### src/rtl/instr_fetch_unit.sv
// Instruction fetch front end: holds the PC, fetches over imem req/ack, and advances the PC when an instruction retires.
// Define FETCH_TIMEOUT_EN to build the REQ watchdog that pulses fetch_err and re-issues the request.
module instr_fetch_unit #(
  parameter int unsigned     XLEN     = 32,
  parameter logic [XLEN-1:0] RESET_PC = '0,
  parameter int unsigned     TIMEOUT  = 15
) (
  input  logic            clk,
  input  logic            reset,
  input  logic            run,
  output logic            imem_req,
  output logic [XLEN-1:0] imem_addr,
  input  logic            imem_ack,
  input  logic [31:0]     imem_rdata,
  output logic [31:0]     instr,
  output logic [6:0]      opcode,
  output logic            instr_valid,
  input  logic            ex_done,
  input  logic            brnch,
  input  logic            zero,
  input  logic [XLEN-1:0] br_offset,
  output logic [XLEN-1:0] pc,
  output logic [15:0]     instr_count,
  output logic            fetch_err
);

  typedef enum logic [1:0] {S_IDLE, S_REQ, S_EXEC} state_t;

  state_t          state_q, state_d;
  logic [XLEN-1:0] pc_d, imem_addr_d, pc_sum_c, next_pc_c;
  logic [31:0]     instr_d;
  logic [15:0]     instr_count_d;
  logic            imem_req_d, instr_valid_d;
  logic            timeout_c;

  if (TIMEOUT == 0) begin : g_timeout_check
    $error("instr_fetch_unit: TIMEOUT must be at least 1");
  end

  // Branch target or fall-through, word aligned, wrapping modulo 2^XLEN.
  assign pc_sum_c  = (brnch & zero) ? pc + br_offset : pc + XLEN'(4);
  assign next_pc_c = {pc_sum_c[XLEN-1:2], 2'b00};
  assign opcode    = instr[6:0];

`ifdef FETCH_TIMEOUT_EN
  localparam int unsigned CNT_W = (TIMEOUT > 1) ? $clog2(TIMEOUT) : 1;

  logic [CNT_W-1:0] to_cnt_q;

  assign timeout_c = (state_q == S_REQ) && imem_req && !imem_ack &&
                     (to_cnt_q == CNT_W'(TIMEOUT - 1));

  // Counts live REQ cycles; idle outside REQ, in the drop cycle and on ack.
  always_ff @(posedge clk or posedge reset) begin
    if (reset) begin
      to_cnt_q  <= '0;
      fetch_err <= 1'b0;
    end else begin
      fetch_err <= timeout_c;
      if ((state_q != S_REQ) || !imem_req || imem_ack || timeout_c) to_cnt_q <= '0;
      else                                                           to_cnt_q <= to_cnt_q + CNT_W'(1);
    end
  end
`else
  assign timeout_c = 1'b0;
  assign fetch_err = 1'b0;
`endif

  always_ff @(posedge clk or posedge reset) begin
    if (reset) begin
      state_q     <= S_IDLE;
      pc          <= RESET_PC;
      instr       <= '0;
      imem_req    <= 1'b0;
      imem_addr   <= '0;
      instr_valid <= 1'b0;
      instr_count <= '0;
    end else begin
      state_q     <= state_d;
      pc          <= pc_d;
      instr       <= instr_d;
      imem_req    <= imem_req_d;
      imem_addr   <= imem_addr_d;
      instr_valid <= instr_valid_d;
      instr_count <= instr_count_d;
    end
  end

  always_comb begin
    state_d       = state_q;
    pc_d          = pc;
    instr_d       = instr;
    imem_req_d    = imem_req;
    imem_addr_d   = imem_addr;
    instr_valid_d = instr_valid;
    instr_count_d = instr_count;
    case (state_q)
      S_IDLE: begin
        imem_req_d    = 1'b0;
        instr_valid_d = 1'b0;
        if (run) begin
          state_d     = S_REQ;
          imem_req_d  = 1'b1;
          imem_addr_d = pc;
        end
      end
      S_REQ: begin
        if (timeout_c) begin
          imem_req_d = 1'b0;
        end else if (!imem_req) begin
          // Drop cycle after a timeout: any ack here is ignored, request re-issued.
          imem_req_d = 1'b1;
        end else if (imem_ack) begin
          instr_d       = imem_rdata;
          imem_req_d    = 1'b0;
          instr_valid_d = 1'b1;
          state_d       = S_EXEC;
        end
      end
      S_EXEC: begin
        if (ex_done) begin
          instr_count_d = instr_count + 16'd1;
          pc_d          = next_pc_c;
          instr_valid_d = 1'b0;
          if (run) begin
            state_d     = S_REQ;
            imem_req_d  = 1'b1;
            imem_addr_d = next_pc_c;
          end else begin
            state_d = S_IDLE;
          end
        end
      end
      default: state_d = S_IDLE;
    endcase
  end

endmodule
### config.mk
export PLATFORM = sky130hd
export DESIGN_NAME = instr_fetch_unit
export DESIGN_NICKNAME = d
export VERILOG_FILES = /design/src/rtl/instr_fetch_unit.sv
export SDC_FILE = /design/constraint.sdc
export NUM_CORES = 1
export LEC_CHECK = 0
export CAP_MARGIN = 20
export CELL_PAD_IN_SITES_DETAIL_PLACEMENT = 0
export CELL_PAD_IN_SITES_GLOBAL_PLACEMENT = 1
export CORE_MARGIN = 8
export CORE_UTILIZATION = 37
export CTS_BUF_LIST = sky130_fd_sc_hd__clkbuf_8
export DETAILED_ROUTE_END_ITERATION = 10
export MAX_ROUTING_LAYER = met4
export PLACE_DENSITY_LB_ADDON = 0.1
export SLEW_MARGIN = 40
export SYNTH_ARGS = -nofsm -noshare
export SYNTH_HDL_FRONTEND = slang
export SYNTH_SLANG_ARGS = --single-unit
### constraint.sdc
create_clock -name clk -period 4.8 [get_ports clk]
set_clock_uncertainty 0.15 [all_clocks]
set_input_delay 0.72 -clock clk [delete_from_list [all_inputs] [get_ports clk]]
set_output_delay 0.72 -clock clk [all_outputs]
set_load 0.02 [all_outputs]
# --- After elaboration in Yosys (flattened, before gate mapping) ---
# Index checks and enable logic that the tools add are counted.
word_totals:
  register_bits: 114
  latchBits: 0
  mem_bits_rw: 0
  mem_bits_ro: 0
  out_inout_bits: 122
  elab_cells: 48
  n_memories: 0
classes:
  n_addsub: 3
  n_mul: 0
  div_mod_pow: 0
  order_cmp: 0
  eq_ne: 7
  shift: 0
  mux: 21
  bitwise: 1
  reduce_logical: 9
op_table:
  columns: ["operator", "n"]
  rows:
  - ["32-bit two-way mux", 4]
  - ["32-bit case mux with 2 select lines", 1]
  - ["32-bit by 3-bit adder with 32-bit output (second input constant)", 1]
  - ["32-bit adder", 1]
  - ["16-bit by 1-bit adder with 16-bit output (second input constant)", 1]
  - ["4-bit AND reduction", 3]
  - ["2-bit inequality test (second input constant)", 5]
  - ["1-bit two-way mux", 9]
  - ["2-bit two-way mux", 4]
  - ["1-bit case mux with 3 select lines", 2]
  - ["2-bit case mux with 3 select lines", 1]
  - ["3-bit AND reduction", 2]
  - ["3-bit nonzero test", 1]
  - ["2-bit by 1-bit equality test with 1-bit output (second input constant)", 1]
  - ["2-bit equality test (second input constant)", 1]
  - ["2-bit zero test", 1]
  - ["2-bit AND reduction", 1]
  - ["2-bit nonzero test", 1]
  - ["1-bit bitwise AND", 1]

# --- Longest topological paths before layout ---
logic_depth:
  ltp_word: 5
  mapped_depth: 13

# --- Worst setup path before layout ---
# No wires, ideal clock.
synth_timing:
  path_kind: "input-to-reg"
  startpoint: "input zero"
  endpoint: "register imem_addr[18]"
  setup_ps: 125
  t_arrival_ps: 2960
  required_ps: 4525
  slack_ps: 1565
  cell_stages: 13
  path_buffers: 1
  path_cell_list: "clkbuf_1 nand3b_1 ha_1 inv_1 fa_1 nor2b_1 o2111ai_1 a21oi_1 o211ai_2 o31ai_2 xnor2_1 o21ai_0 mux2_2"
synth_via:
  elab_chain_cells: 5
synth_lines:
  columns: ["element", "line", "rtl"]
  rows:
  - ["start, declared", "20", "input logic zero,"]
  - ["1-bit bitwise AND", "41", "assign pc_sum_c = (brnch & zero) ? pc + br_offset : pc + XLEN'(4);"]
  - ["32-bit two-way mux", "41", null]
  - ["32-bit two-way mux", "125", "if (run) begin"]
  - ["32-bit two-way mux", "121", "if (ex_done) begin"]
  - ["32-bit case mux with 2 select lines", "97", "case (state_q)"]
  - ["end signal, assigned", "83", "imem_addr <= imem_addr_d;"]
  - ["end, declared", "12", "output logic [XLEN-1:0] imem_addr,"]
# No other way between the ends. The select of a mux whose other input is x is not followed.
# A chain may end at the register's enable or synchronous reset.

# --- Worst setup path after layout ---
layout_timing:
  startpoint: "input brnch"
  endpoint: "register imem_addr[29]"
layout_via:
  elab_chain_cells: 5
layout_lines:
  columns: ["element", "line", "rtl"]
  rows:
  - ["start, declared", "19", "input logic brnch,"]
  - ["1-bit bitwise AND", "41", null]
  - ["32-bit two-way mux", "41", null]
  - ["32-bit two-way mux", "125", null]
  - ["32-bit two-way mux", "121", null]
  - ["32-bit case mux with 2 select lines", "97", null]
# No other way between the ends. The select of a mux whose other input is x is not followed.

==> out/metrics.yaml <==
drive_gt1_frac: 0.0919
hold_viol_final: 0
synth_common_cells: "dfrtp_1 (112), nand2_1 (88), o21ai_0 (63), a21oi_1 (45), mux2_2 (42)"
synth_ff_type: "dfrtp_1"
reg2reg_to: "imem_addr[31]"
routed_wirelength_mm: 18.9
cp_max_fo: 28
syn_avg_cell_area_um2: 9.71
dr_wl_met3_um: 923
clk_pin_slew_ps: 120
multi_input_area_um2: 3370
crit_path_start: "brnch"
ir_drop_v: 0.000328
grt_pass1_wl_mm: 30.6
drt_iter0_drc: 221
hold_end: "instr_count[15]"
viasPerCell: 5.12
groute.usage.overall: 0.179
clock-sinks: 112
diodes: 0
drc_errors: 0
p_per_area_nw_per_um2: 579
synth_top_cell_by_area: "dfrtp_1"
finalSetupViolations: 0
maxUsedRoutingLayer: "met4"
final_nets: 940
syn_area_um2: 6440
worstPathArrival_ps: 3850
hold_depth: 1
fin_tns_setup_ps: 0
syn_inst: 664
core-area_um2: 17200
wl_met1_mm: 8.79
synthArstFlopShare: 1.00
fin_crit_sh: 0.774
ys_seq_elements: 112
reg2reg_depth: 10
cap_violations: 0
setup_slack_ps: 1090
path_class: "primary input to flip-flop"
r2r_start: "state_q[0]"
whs_ps: 342
grt_max_degree: 46
yosysUniqueCellTypes: 55
cp.required_ps: 4940
die_y_um: 148
grt_pass1_vias: 5783
leakagePower_nw: 3.80
hp-class: "flip-flop to flip-flop"
antenna_found_initial: 0
tritoncts.num_buffers: 9
r2r_setup_slack_ps: 1610
dieArea_um2: 21900
clk_latency_ps: 390
fill_cells: 1618
yosysMostFrequentCell: "dfrtp_1"
post_cts_buffers: 0
hold_buffers: 0
port_buffers: 185
placedCellCount: 1047
worst_slew_pin_slew_ps: 760
pre_cts_slack_ps: 692
routabilityCongestion: 0.869
final_cell_count_no_fill: 1063
synth_area_leaders: "dfrtp_1 (43%), mux2_2 (7.3%), ha_1 (6.8%), nand2_1 (5.1%), o21ai_0 (4.9%)"
cp-start-kind: "primary input"
cts_root_buf: "clkbuf_8"
pin_count: 193
htree_levels: 3
status: "complete, no violations"
area_delta_synth_final_pct: 34.1
wl_met2_mm: 8.87
rows: 48
wire_per_inst_um: 17.7
ant_nets: 0
slew_headroom: 0.493
ys_seq_area_frac: 0.435
clock.fmax_mhz: 269
vias: 5443
die_w_um: 148
register_area_um2: 2800
first_pass_iters: 5
rsz0062_at_grt: "false"
synth_top_area_frac: 0.435
grt-ovfl-total: 0
hp-start: "instr_count[15]"
final.min_clock_period_ps: 3710
slew_viol_final: 0
synth_enable_flop_cells: 0
final_core_utilization: 0.503
cts.path.max_buffers: 2
initial_core_util: 0.375
dp_hpwl_mm: 14.2
endpoint_kind: "flip-flop"
cts_resized: 0
ys_warn_count: 0
cts_tree: "yes"
==> worst max-delay path, cell delays in order <==
cell and delay [ps]:
clkdlybuf4s50_1 470, buf_4 260, and3_1 200, ha_1 350, a21o_1 150, a31o_1 160
nor3b_2 70, o41ai_2 620, a31o_4 280, a31oi_2 90, xnor2_1 150, a221o_1 320
==> layout by cell type (no fill, tap or decap), types with 4 or more instances in the layout <==
cell type          n
mux2i_1           12
nor2_1            37
inv_1             16
nor3b_1           14
dfrtp_1          112
nor2b_1            4
nand2_1           87
a21oi_1           45
o21a_1             6
conb_1             5
nand4_1            7
nand3_1           14
xnor2_1           26
ha_1              35
and3_1            29
clkdlybuf4s50_1  185
a21o_1             8
buf_4             11
clkbuf_8           9
xor2_1            16
mux2_2            42
o21ai_0           63
==> report_power, final <==
part	internal, mW	switching [mW]	total (mW)
Combinational	1.31	1.50	2.81
Sequential	1.33	0.295	1.62
Clock	0.201	0.370	0.571
Total	2.84	2.16	5.01
==> through the flow <==
step           area [um^2]  power [mW]
6_report              8640        5.01
5_1_grt               8640        5.35
4_1_cts               8640        5.07
3_5_place_dp          8450        4.48
3_3_place_gp          8450        4.43
2_1_floorplan         6460        3.28
==> metal layers <==
metal  GRT usage  up-vias
li1            -     2655
met1       0.225     2596
met2       0.290      173
met3      0.0281       19
met4      0.0566        0
met5           -        -
==> cells by family after synthesis <==
family	after synthesis	share of synthesized area
flip-flops	112	0.435
other	1	0.000582
AND/OR/NAND/NOR	207	0.154
AO/OA/AOI/OAI	154	0.145
buffers and inverters	58	0.0456
adder cells (fa/ha/maj)	36	0.0711
XOR/XNOR	42	0.0571
multiplexers	54	0.0920
==> sequential cells by signal, summed over array words and instances (netlist names) <==
name and flops:
state_q 2, imem_req 1, instr 32, imem_addr 30
pc 30, instr_count 16, instr_valid 1
==> layout make-up <==
class / instances / area share
clock buffers: 9 / 0.0143
repair buffers: 196 / 0.224
flip-flops and latches: 112 / 0.324
clock inverters: 7 / 0.00825
well taps: 225 / 0.0326
inverters: 16 / 0.00724
multi-input cells: 498 / 0.389
==> worst max-delay path by stage <==
stage | depth (start not counted) | to | slack [ps]
6_report | 12 | imem_addr[29] | 1090
5_1_grt | 13 | pc[27] | 850
4_1_cts | 12 | imem_addr[29] | 1120
3_5_place_dp | 12 | imem_addr[29] | 690
3_3_place_gp | 12 | imem_addr[29] | 740
2_1_floorplan | 1 | imem_addr[10] | 970
Power figures use the tool's default switching activity.
